<file path="src/rtl/bcd_conv_seq.sv">
// Sequential double-dabble binary-to-BCD converter: one bit per clock, valid/ready on both sides.
// Optional LEAD_ZERO_BLANK_EN adds a registered leading-zero blank mask output.
module bcd_conv_seq #(
  parameter int DATA_W = 8,
  parameter int DIGITS = 4
) (
  input  logic                  sys_clk,
  input  logic                  sys_rst_n,
  input  logic [DATA_W-1:0]     in_data,
  input  logic                  in_valid,
  output logic                  in_ready,
  output logic [DIGITS*4-1:0]   bcd_out,
  output logic                  out_valid,
  input  logic                  out_ready,
`ifdef LEAD_ZERO_BLANK_EN
  output logic [DIGITS-1:0]     blank_mask,
`endif
  output logic                  busy
);

  localparam int CNT_W = (DATA_W > 1) ? $clog2(DATA_W) : 1;
  localparam logic [CNT_W-1:0] CNT_LOAD = CNT_W'(DATA_W - 1);

  typedef enum logic [1:0] {
    IDLE  = 2'd0,
    SHIFT = 2'd1,
    DONE  = 2'd2
  } state_t;

  state_t              state_q, state_d;
  logic [CNT_W-1:0]    cnt_q, cnt_d;
  logic [DATA_W-1:0]   bin_q, bin_d;
  logic [DIGITS*4-1:0] dig_q, dig_d;
  logic [DIGITS*4-1:0] bcd_q, bcd_d;

  logic [DIGITS*4-1:0] dig_adj;
  logic [DIGITS*4-1:0] dig_shift;
  logic [DATA_W-1:0]   bin_shift;

  // Add-3 correction on every digit in parallel; a digit never exceeds 12 afterwards.
  generate
    for (genvar gi = 0; gi < DIGITS; gi++) begin : g_adj
      assign dig_adj[gi*4 +: 4] = (dig_q[gi*4 +: 4] >= 4'd5) ?
                                  dig_q[gi*4 +: 4] + 4'd3 : dig_q[gi*4 +: 4];
    end
  endgenerate

  // The top digit's MSB falls off the shift; it is always 0 when 10^DIGITS > 2^DATA_W - 1.
  assign {dig_shift, bin_shift} = {dig_adj, bin_q} << 1;

  always_comb begin
    state_d = state_q;
    cnt_d   = cnt_q;
    bin_d   = bin_q;
    dig_d   = dig_q;
    bcd_d   = bcd_q;
    case (state_q)
      IDLE: begin
        if (in_valid) begin
          bin_d   = in_data;
          dig_d   = '0;
          cnt_d   = CNT_LOAD;
          state_d = SHIFT;
        end
      end
      SHIFT: begin
        bin_d = bin_shift;
        dig_d = dig_shift;
        if (cnt_q == '0) begin
          bcd_d   = dig_shift;
          state_d = DONE;
        end else begin
          cnt_d = cnt_q - CNT_W'(1);
        end
      end
      DONE: begin
        if (out_ready) begin
          state_d = IDLE;
        end
      end
      default: state_d = IDLE;
    endcase
  end

  always_ff @(posedge sys_clk) begin
    if (!sys_rst_n) begin
      state_q <= IDLE;
      cnt_q   <= '0;
      bin_q   <= '0;
      dig_q   <= '0;
      bcd_q   <= '0;
    end else begin
      state_q <= state_d;
      cnt_q   <= cnt_d;
      bin_q   <= bin_d;
      dig_q   <= dig_d;
      bcd_q   <= bcd_d;
    end
  end

  assign in_ready  = (state_q == IDLE);
  assign busy      = (state_q == SHIFT);
  assign out_valid = (state_q == DONE);
  assign bcd_out   = bcd_q;

`ifdef LEAD_ZERO_BLANK_EN
  logic [DIGITS-1:0] blank_q, blank_d;
  logic [DIGITS-1:0] mask_next;
  logic              zero_run;

  // Walk down from the top digit; digit 0 is always shown.
  always_comb begin
    mask_next = '0;
    zero_run  = 1'b1;
    for (int k = DIGITS - 1; k >= 1; k--) begin
      zero_run     = zero_run & (dig_shift[k*4 +: 4] == 4'd0);
      mask_next[k] = zero_run;
    end
  end

  always_comb begin
    blank_d = blank_q;
    if (state_q == SHIFT && cnt_q == '0) begin
      blank_d = mask_next;
    end
  end

  always_ff @(posedge sys_clk) begin
    if (!sys_rst_n) begin
      blank_q <= '0;
    end else begin
      blank_q <= blank_d;
    end
  end

  assign blank_mask = blank_q;
`endif

endmodule

</file>
<file path="config.mk">
export PLATFORM = sky130hd
export DESIGN_NAME = bcd_conv_seq
export DESIGN_NICKNAME = d
export VERILOG_FILES = /design/src/rtl/bcd_conv_seq.sv
export SDC_FILE = /design/constraint.sdc
export NUM_CORES = 1
export LEC_CHECK = 0
export CORE_UTILIZATION = 55
export DETAILED_ROUTE_END_ITERATION = 10
export DONT_BUFFER_PORTS = 1
export HOLD_SLACK_MARGIN = 0.05
export PLACE_DENSITY_LB_ADDON = 0.1
export SLEW_MARGIN = 20
export SYNTH_ARGS = -nofsm -noshare
export SYNTH_HDL_FRONTEND = slang
export SYNTH_SLANG_ARGS = --single-unit
</file>
<file path="constraint.sdc">
create_clock -name sys_clk -period 3.5 [get_ports sys_clk]
set_clock_uncertainty 0.05 [all_clocks]
set_input_delay 0.525 -clock sys_clk [delete_from_list [all_inputs] [get_ports sys_clk]]
set_output_delay 0.525 -clock sys_clk [all_outputs]
set_load 0.01 [all_outputs]
</file>
Word-level counts from Yosys, hierarchy flattened

Cells that the tools add are included.

Register bits: 45
Logic and storage cells: 42
Bits in read-only memories: 0
Bits in latches: 0
Memories kept: 0
Bits in writable memories: 0

Shift-type cells: 0
Bitwise operators: 0
Add/subtract/negate cells: 5
Magnitude comparators: 4
Div/mod/pow operators: 0
Eq/ne operators: 6
Multiplexer cells: 15
$mul: 0
Reduce and logical (&&, ||, !) cells: 7

Operators with widths:

| kind                  | count |
|---|---|
| $pmux W16 S2          | 1 |
| $ge A4 B3 Y1 const B  | 4 |
| $mux W16              | 1 |
| $pmux W8 S2           | 1 |
| $add A4 B2 Y4 const B | 3 |
| $mux W4               | 3 |
| $mux W3               | 3 |
| $mux W8               | 1 |
| $mux W2               | 3 |
| $pmux W2 S3           | 1 |
| $pmux W3 S2           | 1 |
| $reduce_and A3 Y1     | 2 |
| $ne A2 B1 Y1 const B  | 2 |
| $ne A2 B2 Y1 const B  | 2 |
| $reduce_and A2 Y1     | 2 |
| $add A3 B2 Y3 const B | 1 |
| $logic_not A3 Y1      | 1 |
| $sub A3 B1 Y3 const B | 1 |
| $eq A2 B1 Y1 const B  | 1 |
| $eq A2 B2 Y1 const B  | 1 |
| $logic_not A2 Y1      | 1 |
| $reduce_bool A2 Y1    | 1 |

Logic depth before layout (Yosys ltp)

Word-level depth: 3
Depth in mapped cells: 7
Gate-level depth less buffers: 6

Least setup slack after synthesis

Ideal clock, no wire load.

Path kind: register -> register
Start: register dig_q[4]
End: register bcd_q[6] (netlist: bcd_out[6])
Required time: 3.377 ns
Period minus slack after synthesis: 1.521 ns
Arrival: 1.398 ns
Path buffers: 0
Path slack: 1.979 ns
Stages on the path, launching flop included: 7
Cell sequence: dfxtp_1 -> inv_1 -> ha_1 -> nand2b_1 -> a21oi_1 -> mux2_2 -> o22ai_2

Cells in the longest elaborated chain, start to end: 2
Elaborated cells between the ends (all ways): 3
Those cells by class: add/sub (1); order compare (1); mux (1)

Ends and longest elaborated chain:

| what                                                 | line   | RTL |
|---|---|---|
| start: declaration                                   | 33     | `logic [DIGITS*4-1:0] dig_q, dig_d;` |
| start signal: assignment                             | 96     | `dig_q <= dig_d;` |
| $add A4 B2 Y4 / $ge A4 B3 Y1 (equally long branches) | 44, 43 |  |
| $mux W4 (*)                                          | 43     | `assign dig_adj[gi*4 +: 4] = (dig_q[gi*4 +: 4] >= 4'd5) ?` |
| end signal: assignment                               | 91     | `bcd_q <= '0;` |
| end signal: assignment                               | 97     | `bcd_q <= bcd_d;` |
| end: declaration                                     | 34     | `logic [DIGITS*4-1:0] bcd_q, bcd_d;` |

Mark *: on every way between the ends. The rest lies on a longest branch, timed or not.
A chain may end at the register's enable or synchronous reset.

Final worst setup path

Start: register state_q[1]
End: register bcd_q[2] (netlist: bcd_out[2])

Cells in the longest elaborated chain, start to end: 2

Ends and longest elaborated chain:

| what                               | line | RTL |
|---|---|---|
| start: declaration                 | 30   | `state_t state_q, state_d;` |
| start signal: assignment           | 93   | `state_q <= state_d;` |
| $eq A2 B1 Y1                       | --   |  |
| via busy                           | 18   | `output logic busy` |
| $reduce_and A2 Y1 (no source line) | --   |  |

The timed path passes the listed nets, and every way through them passes these cells.

==> run metrics <==
Final Cycle Share=0.5218; largest net degree at the start of global routing=30; top cells by area, synth=dfxtp_1 (43%), nand2_1 (6.6%), a21oi_1 (5.9%); final core occ=0.6012; hold_buf cts=0; RSZ-0062 raised after global routing=false; internal reg-to-reg setup slack=1.67 ns; Yosys warning count=0; Hold Crit Class=input port to register; mean post-synth cell area=8.635 um^2; IO Port Bufs=0; Rel. slew slack=0.4913; Total GRT Usage=0.2191; Area Growth Syn to Fin=4.454%; Die Wd=63.90 um; DRT antenna net count=0; Crit Reg-Reg Endpoint=bcd_out[2]$_SDFFE_PN0P_; worst setup path end=bcd_out[2]$_SDFFE_PN0P_; Synth Flop Type=dfxtp_1; H-tree depth=2; worst reg2reg path depth=5; Async SR Flop Fraction=0; vias=1618; Seq cells post-synth=45; count of pins over their slew limit=0; CP Capture Type=register; gr ovfl total=0; min Tclk post-route=1.826 ns; first-pass GRT wire length=6.996 mm; layout cells sized above 1=0.1079; sequential area share after synthesis=0.4276; VDD IR max=0.0002969 V; crit path kind=register to register; initial antenna violation count=0; Final Hold Vio Count=0; Synth area leader=dfxtp_1; CTS tree=built; final setup fails=0; Worst EP required=3.67 ns; register area=900.9 um^2; Root Driver=clkbuf_8; # Max-Cap Violations=0; Synth cell types=36; Ant. Diodes=0; Placer Congestion=0.7415; Iter 0 DRT Violations=51; crit-path max FO=29; Detail Placement HPWL=2.716 mm; Reg clk slew, reported paths=0.08 ns; Design Area, Final=2201 um^2; WL final=4.041 mm; number of top-level pins=31; RR Startpoint=state_q[1]$_SDFFE_PN0P_; Starting Density=0.5755; drt via density=5.599; status=complete, no violations; Post-synth EDFFs=0; Area after DPL=2100 um^2; Synth top area share=0.4276; startpoint type of the worst setup path=register; Post-CTS Resized=0; final worst hold slack=0.3001 ns; Cells after Synth=244; clock sink total=45; multi-input logic area=1084 um^2; synthesized cell area=2107 um^2; leakage power=0.7710 nW; Clock Tree Buf Depth=2; crit path from=state_q[1]$_SDFFE_PN0P_; vias in the first global route=1552; number of core rows=22; DRT Pass-1 Iters=4; syn_nets=266; # fillers=323; Inserted Clock Buffers=5; Power Dens Cells=466.2 nW/um^2; Max Clk Rate=547.5 MHz; Setup Fix Bufs, Post-CTS=0; Clock Latency Late Sink=0.30 ns; fin nets=262; setup tns final=0 ns; core box area=3661 um^2; die area=4083 um^2; per-cell routed wire length=13.98 um; Worst-Margin Slew=0.7602 ns; residual DRC count=0; DIE HEIGHT=63.90 um; crit path DAT=2.00 ns
-- layer usage --
layer	vias to the layer above	GRT usage	wire length (um)
met5	-	0	0
met4	0	0.06250	44
met3	5	0.06607	150
met2	25	0.3604	1735
met1	746	0.2749	2109
li1	842	-	-
-- report_power, final --
part | internal, W | switching [W]
logic | 0.0000373 | 0.0000794
registers | 0.000539 | 0.0000205
clock network | 0.000178 | 0.000171
total | 0.000755 | 0.000271
-- synthesized netlist by cell type, drive strengths merged, types with 3 or more instances --
cell type,instances
dfxtp,45
nand2,38
a21oi,26
o21ai,26
nor2,15
inv,14
ha,10
a311oi,8
buf,8
nand3,7
nor3b,7
o22ai,6
nand2b,5
nor3,4
xnor2,4
clkbuf,3
mux2,3
mux2i,3
-- through the flow --
step | total power, W | setup slack (ns) | cells
CTS | 0.001036 | 1.664 | 289
floorplan | 0.0006756 | 1.979 | 244
detailed placement | 0.0006884 | 1.686 | 281
global placement | 0.0006865 | 1.699 | 281
finish | 0.001026 | 1.674 | 289
global route | 0.001082 | 1.525 | 289
-- final cells by class --
class                   instances  share of cell area
multi-input cells             174              0.4923
flip-flops and latches         45              0.4093
clock buffers                   7             0.04377
well taps                      48             0.02729
inverters                      14             0.02501
clock inverters                 1            0.002274
-- sequential cells by signal, summed over array words and instances, names as in the netlist --
name,flops
bin_q,8
cnt_q,3
state_q,2
dig_q,16
bcd_out,16
-- critical path, cell delays in order, from the launching register on --
cell and delay [ns]:
dfxtp_1 0.34, nand2b_2 0.34, inv_4 0.26, and2_4 0.42, nand2_4 0.14, o22ai_2 0.18
-- cells in the final DEF (no fill, tap or decap), drive strengths merged --
cell type,n
a21oi,26
a311oi,8
a32oi,1
and2,2
clkbuf,7
clkinv,1
dfxtp,45
ha,10
inv,14
mux2,3
mux2i,3
nand2,38
nand2b,5
nand3,7
nand4,2
nor2,15
nor2b,2
nor3,4
nor3b,7
o21ai,26
o21ba,1
o21bai,1
o221ai,2
o22ai,6
or3,1
xnor2,4
-- how the worst min path moves through the flow --
stage,from,slack (ns),cells after the start,end
2_1_floorplan,dig_q[1]$_SDFFE_PN0P_,0.39,2,dig_q[1]$_SDFFE_PN0P_
3_3_place_gp,bin_q[7]$_SDFFE_PN0P_,0.41,2,dig_q[0]$_SDFFE_PN0P_
3_5_place_dp,bin_q[5]$_SDFFE_PN0P_,0.42,2,bin_q[6]$_SDFFE_PN0P_
4_1_cts,sys_rst_n,0.29,1,state_q[0]$_SDFFE_PN0P_
5_1_grt,sys_rst_n,0.30,1,state_q[0]$_SDFFE_PN0P_
6_report,sys_rst_n,0.30,1,state_q[0]$_SDFFE_PN0P_
-- logic make-up after synthesis --
| kind of cell | after synthesis | synth area share |
|---|---|---|
| AND/OR/NAND/NOR | 83 | 0.1871 |
| AO/OA/AOI/OAI | 71 | 0.2209 |
| flip-flops | 45 | 0.4276 |
| buffers and inverters | 25 | 0.05819 |
| adder cells (fa/ha/maj) | 10 | 0.05938 |
| XOR/XNOR | 4 | 0.01663 |
| multiplexers | 6 | 0.03028 |
No activity file was read; power rests on OpenSTA's default activity.
